--- src/rtl/vga_scan_pkg.sv ---
// vga_scan_pkg
//   Shared definitions for the VGA scan-out block: nominal 640x480@60 timing,
//   the RGB332 transparent key, the per-pixel control word carried down the
//   delay line, and the RGB332 -> RGB888 expansion function.
package vga_scan_pkg;

    // 640x480@60 timing, 25.175 MHz pixel clock
    localparam int H_ACTIVE_640 = 640;
    localparam int H_FP_640     = 16;
    localparam int H_SYNC_640   = 96;
    localparam int H_BP_640     = 48;
    localparam int V_ACTIVE_480 = 480;
    localparam int V_FP_480     = 10;
    localparam int V_SYNC_480   = 2;
    localparam int V_BP_480     = 33;

    // Colour key the sprite reader treats as "no pixel"
    localparam logic [7:0] RGB332_TRANSPARENT = 8'hE3;

    // Per-pixel control word; sync polarities stored as they appear on the pins
    typedef struct packed {
        logic active;
        logic hs_n;
        logic vs_n;
    } scan_ctl_t;

    localparam scan_ctl_t SCAN_CTL_IDLE = '{active: 1'b0, hs_n: 1'b1, vs_n: 1'b1};

    typedef struct packed {
        logic [7:0] r;
        logic [7:0] g;
        logic [7:0] b;
    } rgb888_t;

    // Bit replication keeps full-scale codes at 255 and zero at 0
    function automatic rgb888_t rgb332_expand(input logic [7:0] c);
        rgb888_t o;
        o.r = {c[7:5], c[7:5], c[7:6]};
        o.g = {c[4:2], c[4:2], c[4:3]};
        o.b = {c[1:0], c[1:0], c[1:0], c[1:0]};
        return o;
    endfunction

endpackage

--- src/rtl/vga_timing.sv ---
// vga_timing
//   Free-running horizontal/vertical scan counters with the undelayed
//   active/sync decode and the start-of-vertical-blank frame tick.
//
// Ports
//   clk        in   pixel clock
//   rst        in   asynchronous, active-high reset
//   h_cnt      out  10-bit column counter, 0..H_TOTAL-1
//   v_cnt      out  10-bit line counter, 0..V_TOTAL-1
//   raw_ctl    out  active/hs_n/vs_n decoded from the current counters
//   frame_tick out  high for the single cycle at h_cnt=0, v_cnt=V_ACTIVE
module vga_timing
    import vga_scan_pkg::*;
#(
    parameter int H_ACTIVE = H_ACTIVE_640,
    parameter int H_FP     = H_FP_640,
    parameter int H_SYNC   = H_SYNC_640,
    parameter int H_BP     = H_BP_640,
    parameter int V_ACTIVE = V_ACTIVE_480,
    parameter int V_FP     = V_FP_480,
    parameter int V_SYNC   = V_SYNC_480,
    parameter int V_BP     = V_BP_480
) (
    input  logic       clk,
    input  logic       rst,
    output logic [9:0] h_cnt,
    output logic [9:0] v_cnt,
    output scan_ctl_t  raw_ctl,
    output logic       frame_tick
);

    localparam int H_TOTAL = H_ACTIVE + H_FP + H_SYNC + H_BP;
    localparam int V_TOTAL = V_ACTIVE + V_FP + V_SYNC + V_BP;

    localparam logic [9:0] H_LAST   = 10'(H_TOTAL - 1);
    localparam logic [9:0] V_LAST   = 10'(V_TOTAL - 1);
    localparam logic [9:0] H_ACT    = 10'(H_ACTIVE);
    localparam logic [9:0] V_ACT    = 10'(V_ACTIVE);
    localparam logic [9:0] HS_FIRST = 10'(H_ACTIVE + H_FP);
    localparam logic [9:0] HS_LAST  = 10'(H_ACTIVE + H_FP + H_SYNC - 1);
    localparam logic [9:0] VS_FIRST = 10'(V_ACTIVE + V_FP);
    localparam logic [9:0] VS_LAST  = 10'(V_ACTIVE + V_FP + V_SYNC - 1);

    always_ff @(posedge clk or posedge rst) begin
        if (rst) begin
            h_cnt <= '0;
            v_cnt <= '0;
        end else if (h_cnt == H_LAST) begin
            h_cnt <= '0;
            v_cnt <= (v_cnt == V_LAST) ? '0 : v_cnt + 10'd1;
        end else begin
            h_cnt <= h_cnt + 10'd1;
        end
    end

    always_comb begin
        raw_ctl        = SCAN_CTL_IDLE;
        raw_ctl.active = (h_cnt < H_ACT) && (v_cnt < V_ACT);
        raw_ctl.hs_n   = !((h_cnt >= HS_FIRST) && (h_cnt <= HS_LAST));
        raw_ctl.vs_n   = !((v_cnt >= VS_FIRST) && (v_cnt <= VS_LAST));
    end

    // Decoded straight from the counters so game logic sees it with no delay
    assign frame_tick = (h_cnt == 10'd0) && (v_cnt == V_ACT);

endmodule

--- src/rtl/vga_scan.sv ---
// vga_scan
//   VGA scan-out: drives scan coordinates to an external sprite reader,
//   delays the sync/active decode to line up with the reader's PIPE-cycle
//   latency, then registers the selected colour (blank / sprite / background)
//   expanded from RGB332 to the 8-bit DAC channels.
//
// Ports
//   clk            in   pixel clock
//   rst            in   asynchronous, active-high reset
//   pixel_x/y      out  current scan column/line (the counters themselves)
//   sprite_data    in   RGB332 sprite colour, valid PIPE cycles after pixel_x/y
//   sprite_visible in   sprite opaque flag, same timing as sprite_data
//   bg_color       in   RGB332 background colour, sampled every cycle
//   vga_r/g/b      out  DAC channels, PIPE+1 cycles after the coordinate
//   vga_hs/vs      out  active-low syncs, same latency as colour
//   vga_blank_n    out  high during active video, same latency as colour
//   vga_sync_n     out  tied low
//   frame_tick     out  one-cycle pulse at the start of vertical blank
//
// PIPE must be at least 1.
module vga_scan
    import vga_scan_pkg::*;
#(
    parameter int H_ACTIVE = H_ACTIVE_640,
    parameter int H_FP     = H_FP_640,
    parameter int H_SYNC   = H_SYNC_640,
    parameter int H_BP     = H_BP_640,
    parameter int V_ACTIVE = V_ACTIVE_480,
    parameter int V_FP     = V_FP_480,
    parameter int V_SYNC   = V_SYNC_480,
    parameter int V_BP     = V_BP_480,
    parameter int PIPE     = 2
) (
    input  logic       clk,
    input  logic       rst,
    output logic [9:0] pixel_x,
    output logic [9:0] pixel_y,
    input  logic [7:0] sprite_data,
    input  logic       sprite_visible,
    input  logic [7:0] bg_color,
    output logic [7:0] vga_r,
    output logic [7:0] vga_g,
    output logic [7:0] vga_b,
    output logic       vga_hs,
    output logic       vga_vs,
    output logic       vga_blank_n,
    output logic       vga_sync_n,
    output logic       frame_tick
);

    logic [9:0] h_cnt;
    logic [9:0] v_cnt;
    scan_ctl_t  ctl_p0;
    scan_ctl_t  ctl_p1 [PIPE];
    scan_ctl_t  ctl_aligned;
    logic [7:0] pix_sel;
    scan_ctl_t  ctl_p2;
    rgb888_t    rgb_p2;

    vga_timing #(
        .H_ACTIVE (H_ACTIVE),
        .H_FP     (H_FP),
        .H_SYNC   (H_SYNC),
        .H_BP     (H_BP),
        .V_ACTIVE (V_ACTIVE),
        .V_FP     (V_FP),
        .V_SYNC   (V_SYNC),
        .V_BP     (V_BP)
    ) u_timing (
        .clk        (clk),
        .rst        (rst),
        .h_cnt      (h_cnt),
        .v_cnt      (v_cnt),
        .raw_ctl    (ctl_p0),
        .frame_tick (frame_tick)
    );

    // The counters are already registers, so the reader sees them unmodified
    assign pixel_x = h_cnt;
    assign pixel_y = v_cnt;

    // ---- stage p0 -> p1: PIPE-deep delay matching the sprite reader ----
    always_ff @(posedge clk or posedge rst) begin
        if (rst) begin
            for (int i = 0; i < PIPE; i++) begin
                ctl_p1[i] <= SCAN_CTL_IDLE;
            end
        end else begin
            ctl_p1[0] <= ctl_p0;
            for (int i = 1; i < PIPE; i++) begin
                ctl_p1[i] <= ctl_p1[i-1];
            end
        end
    end

    assign ctl_aligned = ctl_p1[PIPE-1];

    // Blanking overrides everything so a sprite can never leak into the porches
    always_comb begin
        pix_sel = 8'h00;
        if (ctl_aligned.active) begin
            pix_sel = sprite_visible ? sprite_data : bg_color;
        end
    end

    // ---- stage p1 -> p2: output register, colour and syncs together ----
    always_ff @(posedge clk or posedge rst) begin
        if (rst) begin
            ctl_p2 <= SCAN_CTL_IDLE;
            rgb_p2 <= '0;
        end else begin
            ctl_p2 <= ctl_aligned;
            rgb_p2 <= rgb332_expand(pix_sel);
        end
    end

    assign vga_r       = rgb_p2.r;
    assign vga_g       = rgb_p2.g;
    assign vga_b       = rgb_p2.b;
    assign vga_hs      = ctl_p2.hs_n;
    assign vga_vs      = ctl_p2.vs_n;
    assign vga_blank_n = ctl_p2.active;
    assign vga_sync_n  = 1'b0;

endmodule

--- config.mk ---
export PLATFORM = sky130hd
export DESIGN_NAME = vga_scan
export DESIGN_NICKNAME = d
export VERILOG_FILES = /design/src/rtl/vga_scan_pkg.sv /design/src/rtl/vga_timing.sv /design/src/rtl/vga_scan.sv
export SDC_FILE = /design/constraint.sdc
export NUM_CORES = 1
export LEC_CHECK = 0
export CAP_MARGIN = 10
export CORE_UTILIZATION = 45
export CTS_CLUSTER_SIZE = 8
export DETAILED_ROUTE_END_ITERATION = 16
export PLACE_DENSITY = 0.85
export REMOVE_ABC_BUFFERS = 1
export SLEW_MARGIN = 20
export SYNTH_ARGS = -nofsm -noshare
export SYNTH_HDL_FRONTEND = slang
export SYNTH_SLANG_ARGS = --single-unit
--- constraint.sdc ---
create_clock -name clk -period 2.3 [get_ports clk]
set_clock_uncertainty 0.1 [all_clocks]
set_input_delay 0.23 -clock clk [delete_from_list [all_inputs] [get_ports clk]]
set_output_delay 0.23 -clock clk [all_outputs]
set_load 0.01 [all_outputs]
==> impl_metrics.py, run 1 <==
metrics = {
    "final_layout": {
        "layout-drive-gt1-share": 0.142,
        "final_util": 0.654,
        "post-route-cell-area_sq_um": 2630,
        "area_growth_pct": 37.6,
        "diodes": 0,
        "final.fill_count": 323,
        "final_common_cell": "clkdlybuf4s50_1",
        "layout.cells.non_filler": 283,
        "highest_count_cells_in_the_layout_ignoring_fill_and_taps": "clkdlybuf4s50_1 (65), dfrtp_1 (31), nand3_1 (12), mux2i_1 (9), nor2b_1 (9)",
        "finalNetCount": 256,
    },
    "global_routing": {
        "grt.overflow.total": 0,
        "grt_most_used_layer": "met2",
        "antenna_found_initial": 0,
        "met1_usage": 0.218,
        "use_met2": 0.320,
        "number_of_global_route_vias_before_repair": 1317,
        "wire_length_of_the_first_global_routing_pass_mm": 6.15,
        "grt_use_met3": 0.0473,
        "largest_net_degree_at_the_start_of_global_routing": 38,
        "grt.total_usage": 0.187,
    },
    "timing": {
        "timing.final.setup_violations": 0,
        "post-route-worst-setup-slack_ps": 124,
        "maximum_frequency_from_static_timing_analysis_mhz": 460,
        "report.final.hold_viol_count": 0,
        "final_min_period_over_clock_period": 0.946,
        "rsz0062_at_grt": "false",
        "final_sum_of_negative_setup_slack_ps": 0,
        "timing_max_transition_violations_final": 0,
        "minimum_clock_period_after_layout_ps": 2180,
    },
    "route": {
        "remaining_drc_errors": 0,
        "detail_route.wl_per_cell_um": 14.0,
        "dr.pass1.iters": 4,
        "drt_iter0_markers": 54,
        "viasPerCell": 5.22,
        "drtAntennaViolNets": 0,
        "detailroute.via_count": 1477,
        "finalWirelength_mm": 3.97,
    },
    "placed_design": {
        "place_worst_setup_slack_ps": 128,
        "dp_hpwl_mm": 2.91,
        "post_dp_cell_area_sq_um": 2510,
        "port_buffers": 66,
        "dpl.cell_count": 275,
        "gp_routability_congestion": 0.732,
    },
    "critical_path": {
        "type_of_element_launching_the_critical_path": "register",
        "crit_path_end_kind": "output pin",
        "cp_max_fo": 2,
        "cp_data_required_time_ps": 1970,
        "cp_data_arrival_time_ps": 1850,
        "path_class": "reg2out",
    },
    "cts": {
        "clk_pin_slew_ps": 70,
        "h-tree-depth": 2,
        "cts_buffer_depth": 2,
        "cts_post_setup_buffers_inserted": 0,
        "tritoncts": "done",
        "clk_root_buffer_cell": "clkbuf_8",
        "cts-buffers-inserted": 5,
        "clk_latency_ps": 280,
        "tritoncts_num_sinks": 37,
    },
    "hold_path": {
        "worst_hold_path_type": "reg2reg",
    },
    "floorplanning": {
        "fp.dieArea_sq_um": 4520,
        "fp.dieW_um": 67.2,
        "boundaryPins": 68,
        "die_outline_height_um": 67.2,
        "floorplan.initialDensity": 0.475,
        "core-area_sq_um": 4030,
        "std_cell_rows": 23,
    },
    "synth": {
        "synth_enable_flop_cells": 0,
        "yosysSeqAreaShare": 0.488,
        "synth_ff_type": "dfrtp_1",
        "yosys_register_bits": 37,
        "syn_area_sq_um": 1910,
        "netlist-cell-type-count": 43,
        "syn_inst": 175,
        "async_flop_share": 1.00,
        "synth-warning-count": 0,
        "postSynthAreaPerCell_sq_um": 10.9,
    },
    "status": {
        "outcome": "complete, no violations",
    },
    "power": {
        "p_per_area_nw_per_um2": 524,
        "ir_drop_mv": 0.406,
        "leakage_uw": 0.00110,
    },
    "run": {
        "drv.max_cap_violation_count": 0,
    },
}
[layer usage]
layer  share of wire  wire (um)
met1            0.43       1700
met2            0.49       1930
met3           0.076        301
met4          0.0088         35
met5               0          0
[through the flow]
| stage | power (uW) | hold slack, ps |
|---|---|---|
| CTS | 1410 | 258 |
| global placement | 825 | 232 |
| global route | 1440 | 260 |
| detailed placement | 828 | 247 |
| floorplan | 723 | 231 |
| finish | 1380 | 255 |
[synth_stat cells, types with 3 or more instances]
cell | n | area (sq um)
dfstp_2 | 6 | 158
nand3_1 | 12 | 60.1
mux2i_1 | 9 | 90.1
nor3_1 | 3 | 15.0
or3_1 | 3 | 18.8
nor2b_1 | 9 | 56.3
and3_1 | 3 | 18.8
o21ai_0 | 6 | 30.0
nand2_1 | 6 | 22.5
a21oi_1 | 5 | 25.0
buf_6 | 3 | 33.8
nor2_1 | 5 | 18.8
buf_4 | 19 | 143
ha_1 | 5 | 62.6
inv_1 | 8 | 30.0
dfrtp_1 | 31 | 776
xnor2_1 | 6 | 52.6
nand4_1 | 3 | 18.8
[critical path, cell delays in order (launching register included)]
cell,delay (ps)
dfrtp_1,390
inv_1,60
ha_1,120
or4b_1,450
nor3_2,100
and4_1,210
clkdlybuf4s15_1,240
[worst paths after layout]
kind	start	end	slack, ps	cells past startpoint
max	u_timing.h_cnt[0]$_DFF_PP0_	frame_tick	120	6
min	ctl_p1[3]$_DFF_PP1_	ctl_aligned[0]$_DFF_PP1_	250	0
max reg2reg	u_timing.h_cnt[0]$_DFF_PP0_	u_timing.v_cnt[5]$_DFFE_PP0N_	390	6
min reg2reg	ctl_p1[3]$_DFF_PP1_	ctl_aligned[0]$_DFF_PP1_	250	0
max in group asynchronous	rst	ctl_p1[3]$_DFF_PP1_	1480	3
min in group asynchronous	rst	vga_g[6]$_DFF_PP0_	260	3
[registers in the layout, summed over array words and instances (netlist names)]
signal and cells:
u_timing.h_cnt 10, vga_vs 1, vga_b 2, ctl_p1 3, vga_hs 1, vga_g 3
vga_blank_n 1, u_timing.v_cnt 10, ctl_aligned 3, vga_r 3
[report_power, final]
part | total, uW | internal [uW] | leakage [uW] | switching [uW]
combinational | 143 | 90.0 | 0.000590 | 53.2
clock | 567 | 353 | 0.0000585 | 214
sequential | 670 | 662 | 0.000448 | 8.41
total | 1380 | 1110 | 0.00110 | 276
[cells by family after synthesis]
logic type | synth area share
DFF | 0.488
muxes | 0.0471
xor gates and xnor gates | 0.0366
and+or+nand+nor | 0.218
adders and majority gates | 0.0327
AOI/OAI and AO/OA | 0.0640
other | 0.00196
buffers and inverters | 0.112
[what timing repair did]
item,4_1_cts,5_1_grt
resized for setup,1,2
setup endpoints to repair,1,1
gates cloned,0,0
hold endpoints to repair,0,0
hold buffers,0,0
[cell type report]
type                       instances  area [sq um]  share of cell area
clock buffer                       7          86.3              0.0328
inverter                           8          30.0              0.0114
multi-input combinational        106           771               0.293
sequential                        37           933               0.354
tap                               50          62.6              0.0238
timing repair buffer              74           721               0.274
clock inverter                     1          30.0              0.0114
Note: power is estimated with default switching activity, not from simulation.
==> run 2, diff against run 1 <==
--- a/config.mk
+++ b/config.mk
@@ -6,12 +6,13 @@
 export NUM_CORES = 1
 export LEC_CHECK = 0
 export CAP_MARGIN = 10
-export CORE_UTILIZATION = 45
+export CORE_UTILIZATION = 43
 export CTS_CLUSTER_SIZE = 8
 export DETAILED_ROUTE_END_ITERATION = 16
-export PLACE_DENSITY = 0.85
+export PLACE_DENSITY = 0.84
 export REMOVE_ABC_BUFFERS = 1
 export SLEW_MARGIN = 20
 export SYNTH_ARGS = -nofsm -noshare
 export SYNTH_HDL_FRONTEND = slang
+export SYNTH_HIERARCHICAL = 1
 export SYNTH_SLANG_ARGS = --single-unit
==> impl_metrics.py, run 2 <==
metrics = {
    "status": {
        "outcome": "complete, no violations",
    },
    "timing": {
        "minimum_clock_period_after_layout_ps": 2120,
        "finalHoldWorstSlack_ps": 210,
        "rsz0062_at_grt": "false",
        "post-route-worst-setup-slack_ps": 180,
        "timing.slew.headroom": 0.593,
        "timing_max_transition_violations_final": 0,
        "timing.final.setup_violations": 0,
        "final_sum_of_negative_setup_slack_ps": 0,
        "report.final.hold_viol_count": 0,
        "final_min_period_over_clock_period": 0.922,
        "tightestPinTransition_ps": 609,
        "maximum_frequency_from_static_timing_analysis_mhz": 472,
    },
    "power": {
        "ir_drop_mv": 0.376,
        "p_per_area_nw_per_um2": 492,
        "leakage_uw": 0.00113,
    },
    "route": {
        "dr.pass1.iters": 4,
        "detailroute.via_count": 1396,
        "detail_route.wl_per_cell_um": 13.8,
        "remaining_drc_errors": 0,
        "drtAntennaViolNets": 0,
        "finalWirelength_mm": 3.79,
        "drt_iter0_markers": 34,
        "viasPerCell": 5.09,
    },
    "final_layout": {
        "regs_by_ff_count": "u_timing/h_cnt x10, u_timing/v_cnt x10",
        "final_util": 0.637,
        "layout-drive-gt1-share": 0.170,
        "area_growth_pct": 42.4,
        "finalNetCount": 246,
        "final_common_cell": "clkdlybuf4s50_1",
        "highest_count_cells_in_the_layout_ignoring_fill_and_taps": "clkdlybuf4s50_1 (65), dfrtp_1 (30), buf_4 (11)",
        "diodes": 0,
        "final.fill_count": 335,
        "area_occupied_by_multi_input_gates_sq_um": 674,
        "seqCellArea_sq_um": 935,
    },
    "global_routing": {
        "antenna_found_initial": 0,
        "largest_net_degree_at_the_start_of_global_routing": 21,
        "wire_length_of_the_first_global_routing_pass_mm": 6.08,
        "grt.total_usage": 0.190,
        "grt.overflow.total": 0,
        "number_of_global_route_vias_before_repair": 1308,
    },
    "synth": {
        "synth_top_cells_by_area": "dfrtp_1 (44%), dfstp_2 (8.9%), buf_4 (7.2%)",
        "async_flop_share": 1.00,
        "synth_top_area_share": 0.437,
        "postSynthAreaPerCell_sq_um": 11.2,
        "most_numerous_cell_in_the_yosys_netlist": "dfrtp_1",
        "syn_inst": 159,
        "netlist-cell-type-count": 39,
        "syn_area_sq_um": 1780,
        "synth_ff_type": "dfrtp_1",
        "synth_common_cells": "dfrtp_1 (31), buf_4 (17), nand3_1 (9), nor2_1 (9), nor2b_1 (9)",
        "synth-warning-count": 6,
        "yosys_register_bits": 37,
        "synth.largest_area_cell": "dfrtp_1",
        "yosysSeqAreaShare": 0.525,
        "synth_enable_flop_cells": 0,
    },
    "cts": {
        "h-tree-depth": 2,
        "cts-buffers-inserted": 5,
        "clk_pin_slew_ps": 70,
        "clk_root_buffer_cell": "clkbuf_8",
        "cts_buffer_depth": 2,
        "clk_latency_ps": 290,
        "hold_buffers": 0,
        "tritoncts": "done",
        "tritoncts_num_sinks": 37,
    },
    "hold_path": {
        "worst_hold_path_type": "in2async",
    },
    "critical_path": {
        "crit_path_end_kind": "register",
        "cp_data_required_time_ps": 2400,
        "type_of_element_launching_the_critical_path": "register",
        "worstRegToRegCells": 4,
        "cp_data_arrival_time_ps": 2220,
        "cp_max_fo": 7,
        "path_class": "reg2reg",
    },
    "floorplanning": {
        "std_cell_rows": 23,
        "die_outline_height_um": 66.3,
        "floorplan.initialDensity": 0.447,
        "core-area_sq_um": 3970,
        "fp.dieW_um": 66.3,
        "boundaryPins": 68,
        "fp.dieArea_sq_um": 4390,
    },
    "placed_design": {
        "gp_routability_congestion": 0.791,
        "dp_hpwl_mm": 2.78,
        "port_buffers": 66,
        "place_worst_setup_slack_ps": 168,
    },
    "run": {
        "drv.max_cap_violation_count": 0,
    },
}
## run 2: cell count changes in the layout (fill, tap and decap cells not counted), sizes merged, moves of 3 or more
cell	previous run	this run
a21oi	5	1
and4	4	1
buf	8	11
nand3	12	9
nand4	6	2
nor2	5	9
nor4	1	4
o21ai	7	3
xor2	2	6
## run 2: worst paths after layout
kind	from	end	slack, ps
max	u_timing/h_cnt[7]$_DFF_PP0_	u_timing/v_cnt[9]$_DFFE_PP0N_	180
min	rst	u_timing/v_cnt[2]$_DFFE_PP0N_	210
max reg2reg	u_timing/h_cnt[7]$_DFF_PP0_	u_timing/v_cnt[9]$_DFFE_PP0N_	180
min reg2reg	ctl_p1[5]$_DFF_PP0_	ctl_aligned[2]$_DFF_PP0_	250
max in group asynchronous	rst	vga_b[6]$_DFF_PP0_	1450
min in group clk	ctl_p1[5]$_DFF_PP0_	ctl_aligned[2]$_DFF_PP0_	250
## run 2: repair_timing
action	in CTS	in global routing
endpoints found under the setup margin	1	1
setup buffers	3	0
resized for setup	1	3
## run 2: where the power goes
part           switching, uW  internal [uW]
logic                   53.5           90.3
clock network            223            209
registers               7.20            662
## run 2: routing by layer
layer	vias to the layer above	GRT usage	part of all wire
met1	661	0.223	0.43
met3	9	0.0741	0.089
met4	0	0.0745	0.014
li1	660	-	-
met2	66	0.310	0.47
met5	-	0	0
## run 2: critical path: stages (launching register included)
cell and delay (ps):
dfrtp_1 450, or3_4 410, or3_1 390, or4_1 510
a22oi_1 170
## run 2: cell families (layout without fill, tap and decap cells)
group	count (synthesis)	after routing	synth area share
and+or+nand+nor	58	58	0.188
DFF	37	37	0.525
buffers and inverters	27	92	0.102
AOI/OAI and AO/OA	12	12	0.0472
xor gates and xnor gates	10	10	0.0493
muxes	10	10	0.0577
adders and majority gates	4	4	0.0282
other	1	1	0.00211
## run 2: final cells by class
type / count / area share
repair buffers: 77 / 0.295
clock buffers: 5 / 0.0272
inverters: 7 / 0.0104
flip-flops and latches: 37 / 0.369
multi-input cells: 95 / 0.267
clock inverters: 3 / 0.00692
well taps: 50 / 0.0247
## run 2: per-stage QoR
step | total power, uW | area, sq um | std cells
floorplan | 723 | 1620 | 139
CTS | 1270 | 2520 | 274
global route | 1320 | 2530 | 274
detailed placement | 828 | 2400 | 263
finish | 1240 | 2530 | 274
global placement | 825 | 2400 | 263
==> run 3, diff against run 2 <==
--- a/config.mk
+++ b/config.mk
@@ -9,7 +9,8 @@
 export CORE_UTILIZATION = 43
 export CTS_CLUSTER_SIZE = 8
 export DETAILED_ROUTE_END_ITERATION = 16
-export PLACE_DENSITY = 0.84
+export GPL_ROUTABILITY_DRIVEN = 0
+export PLACE_DENSITY = 0.86
 export REMOVE_ABC_BUFFERS = 1
 export SLEW_MARGIN = 20
 export SYNTH_ARGS = -nofsm -noshare
==> impl_metrics.py, run 3 (synthesis results as in run 2) <==
metrics = {
    "timing": {
        "timing_max_transition_violations_final": 0,
        "final_min_period_over_clock_period": 0.911,
        "timing.slew.headroom": 0.455,
        "minimum_clock_period_after_layout_ps": 2090,
        "timing.final.setup_violations": 0,
        "tightestPinTransition_ps": 816,
        "final_sum_of_negative_setup_slack_ps": 0,
        "report.final.hold_viol_count": 0,
        "maximum_frequency_from_static_timing_analysis_mhz": 477,
        "rsz0062_at_grt": "false",
    },
    "cts": {
        "clk_latency_ps": 290,
        "cts_buffer_depth": 2,
        "cts-buffers-inserted": 5,
        "clk_root_buffer_cell": "clkbuf_8",
        "clk_pin_slew_ps": 70,
        "hold_buffers": 0,
        "tritoncts_num_sinks": 37,
        "h-tree-depth": 2,
        "tritoncts": "done",
    },
    "critical_path": {
        "timing.critical_path.buf_inv": 0,
        "worstRegToRegCells": 4,
        "timing.rr.start": "u_timing/h_cnt[7]$_DFF_PP0_",
        "critPathTopFamily": "simple AND/OR/NAND/NOR gates",
        "worstReg2RegEnd": "u_timing/v_cnt[9]$_DFFE_PP0N_",
        "number_of_cells_on_the_critical_path": 4,
        "slowest_delay_ps": 500,
        "crit_path_end_kind": "register",
        "timing.critical_path.cells": "or3_4 > or3_1 > or4_1 > a22oi_1",
        "r2r_setup_slack_ps": 210,
        "crit_end": "u_timing/v_cnt[9]$_DFFE_PP0N_",
        "critical-path-slowest-cell": "or4_1",
        "type_of_element_launching_the_critical_path": "register",
        "path_class": "reg2reg",
        "worst_setup_path_startpoint": "u_timing/h_cnt[7]$_DFF_PP0_",
        "cp_data_required_time_ps": 2410,
        "cp_data_arrival_time_ps": 2210,
        "cp_max_fo": 7,
    },
    "final_layout": {
        "regs_by_ff_count": "u_timing/h_cnt x10, u_timing/v_cnt x10",
        "layout.cells.non_filler": 274,
        "final_util": 0.641,
        "layout-drive-gt1-share": 0.179,
        "highest_count_cells_in_the_layout_ignoring_fill_and_taps": "clkdlybuf4s50_1 (65), dfrtp_1 (31), buf_4 (11)",
        "post-route-cell-area_sq_um": 2550,
        "area_growth_pct": 43.4,
        "final.fill_count": 306,
        "final_common_cell": "clkdlybuf4s50_1",
        "finalNetCount": 246,
        "diodes": 0,
    },
    "floorplanning": {
        "fp.dieArea_sq_um": 4390,
        "floorplan.initialDensity": 0.447,
        "std_cell_rows": 23,
        "core-area_sq_um": 3970,
        "fp.dieW_um": 66.3,
        "boundaryPins": 68,
        "die_outline_height_um": 66.3,
    },
    "global_routing": {
        "grt.total_usage": 0.189,
        "number_of_global_route_vias_before_repair": 1286,
        "wire_length_of_the_first_global_routing_pass_mm": 6.07,
        "grt.overflow.total": 0,
        "antenna_found_initial": 0,
        "largest_net_degree_at_the_start_of_global_routing": 21,
    },
    "run": {
        "drv.max_cap_violation_count": 0,
    },
    "placed_design": {
        "port_buffers": 66,
        "dpl.cell_count": 262,
        "post_dp_cell_area_sq_um": 2400,
        "dp_hpwl_mm": 2.73,
    },
    "power": {
        "pwr-share-comb": 0.113,
        "p_int_uw": 959,
        "leakage_uw": 0.00113,
        "p_per_area_nw_per_um2": 493,
        "pwr-share-seq": 0.533,
        "netsw_uw": 297,
        "power.share.switching": 0.236,
        "power.clock.fraction": 0.354,
        "ir_drop_mv": 0.286,
    },
    "route": {
        "drt_iter0_markers": 52,
        "finalWirelength_mm": 3.96,
        "dr.pass1.iters": 4,
        "detailroute.via_count": 1393,
        "drtAntennaViolNets": 0,
        "viasPerCell": 5.08,
        "remaining_drc_errors": 0,
        "detail_route.wl_per_cell_um": 14.5,
    },
    "status": {
        "outcome": "complete, no violations",
    },
    "hold_path": {
        "worst_hold_path_type": "in2async",
    },
}
[run 3: how the worst min path moves through the flow]
stage	endpoint	slack, ps	depth (start not counted)
after floorplan	ctl_aligned[2]$_DFF_PP0_	50	1
after global placement	ctl_aligned[2]$_DFF_PP0_	230	0
after detailed placement	ctl_aligned[2]$_DFF_PP0_	240	0
after CTS	ctl_p1[5]$_DFF_PP0_	260	2
after global routing	ctl_aligned[1]$_DFF_PP1_	270	0
final	ctl_p1[5]$_DFF_PP0_	230	2
[run 3: routing by layer]
| metal | wire length [um] | part of all wire | track usage | vias to the layer above |
|---|---|---|---|---|
| met5 | 0 | 0 | 0 | - |
| met1 | 1620 | 0.41 | 0.221 | 661 |
| li1 | - | - | - | 650 |
| met3 | 354 | 0.089 | 0.0483 | 7 |
| met4 | 66 | 0.017 | 0.0878 | 0 |
| met2 | 1910 | 0.48 | 0.320 | 75 |
[run 3: through the flow]
| stage | power (uW) | hold slack, ps | setup WS (ps) |
|---|---|---|---|
| floorplan | 723 | 51.7 | 139 |
| global placement | 823 | 234 | 208 |
| detailed placement | 827 | 245 | 112 |
| CTS | 1270 | 256 | 5.52 |
| global route | 1320 | 270 | 135 |
| finish | 1260 | 228 | 205 |
[run 3: worst reg2reg max path: cells and delay by family, from the launching register on]
family          cells  cell delay [ps]
flops               1              450
compound gates      1              160
simple gates        3             1300
[run 3: repair_timing]
| item | in CTS | in global routing |
|---|---|---|
| resized for setup | 2 | 5 |
| setup buffers | 3 | 1 |
| endpoints found under the setup margin | 1 | 1 |
| pin swaps | 0 | 2 |
[run 3: cell type report]
cell class / count / area (sq um) / share of cell area
Sequential cell: 37 / 933 / 0.366
Timing Repair Buffer: 77 / 746 / 0.293
Multi-Input combinational cell: 95 / 693 / 0.272
Clock buffer: 5 / 68.8 / 0.0270
Tap cell: 50 / 62.6 / 0.0246
Inverter: 7 / 26.3 / 0.0103
Clock inverter: 3 / 17.5 / 0.00688
[run 3: power by group through the flow]
stage | clock network (uW) | logic [uW] | registers (uW)
after CTS | 458 | 145 | 670
after global routing | 491 | 155 | 671
after floorplan | 0 | 23.7 | 699
after global placement | 0 | 142 | 681
final | 445 | 142 | 669
after detailed placement | 0 | 145 | 682
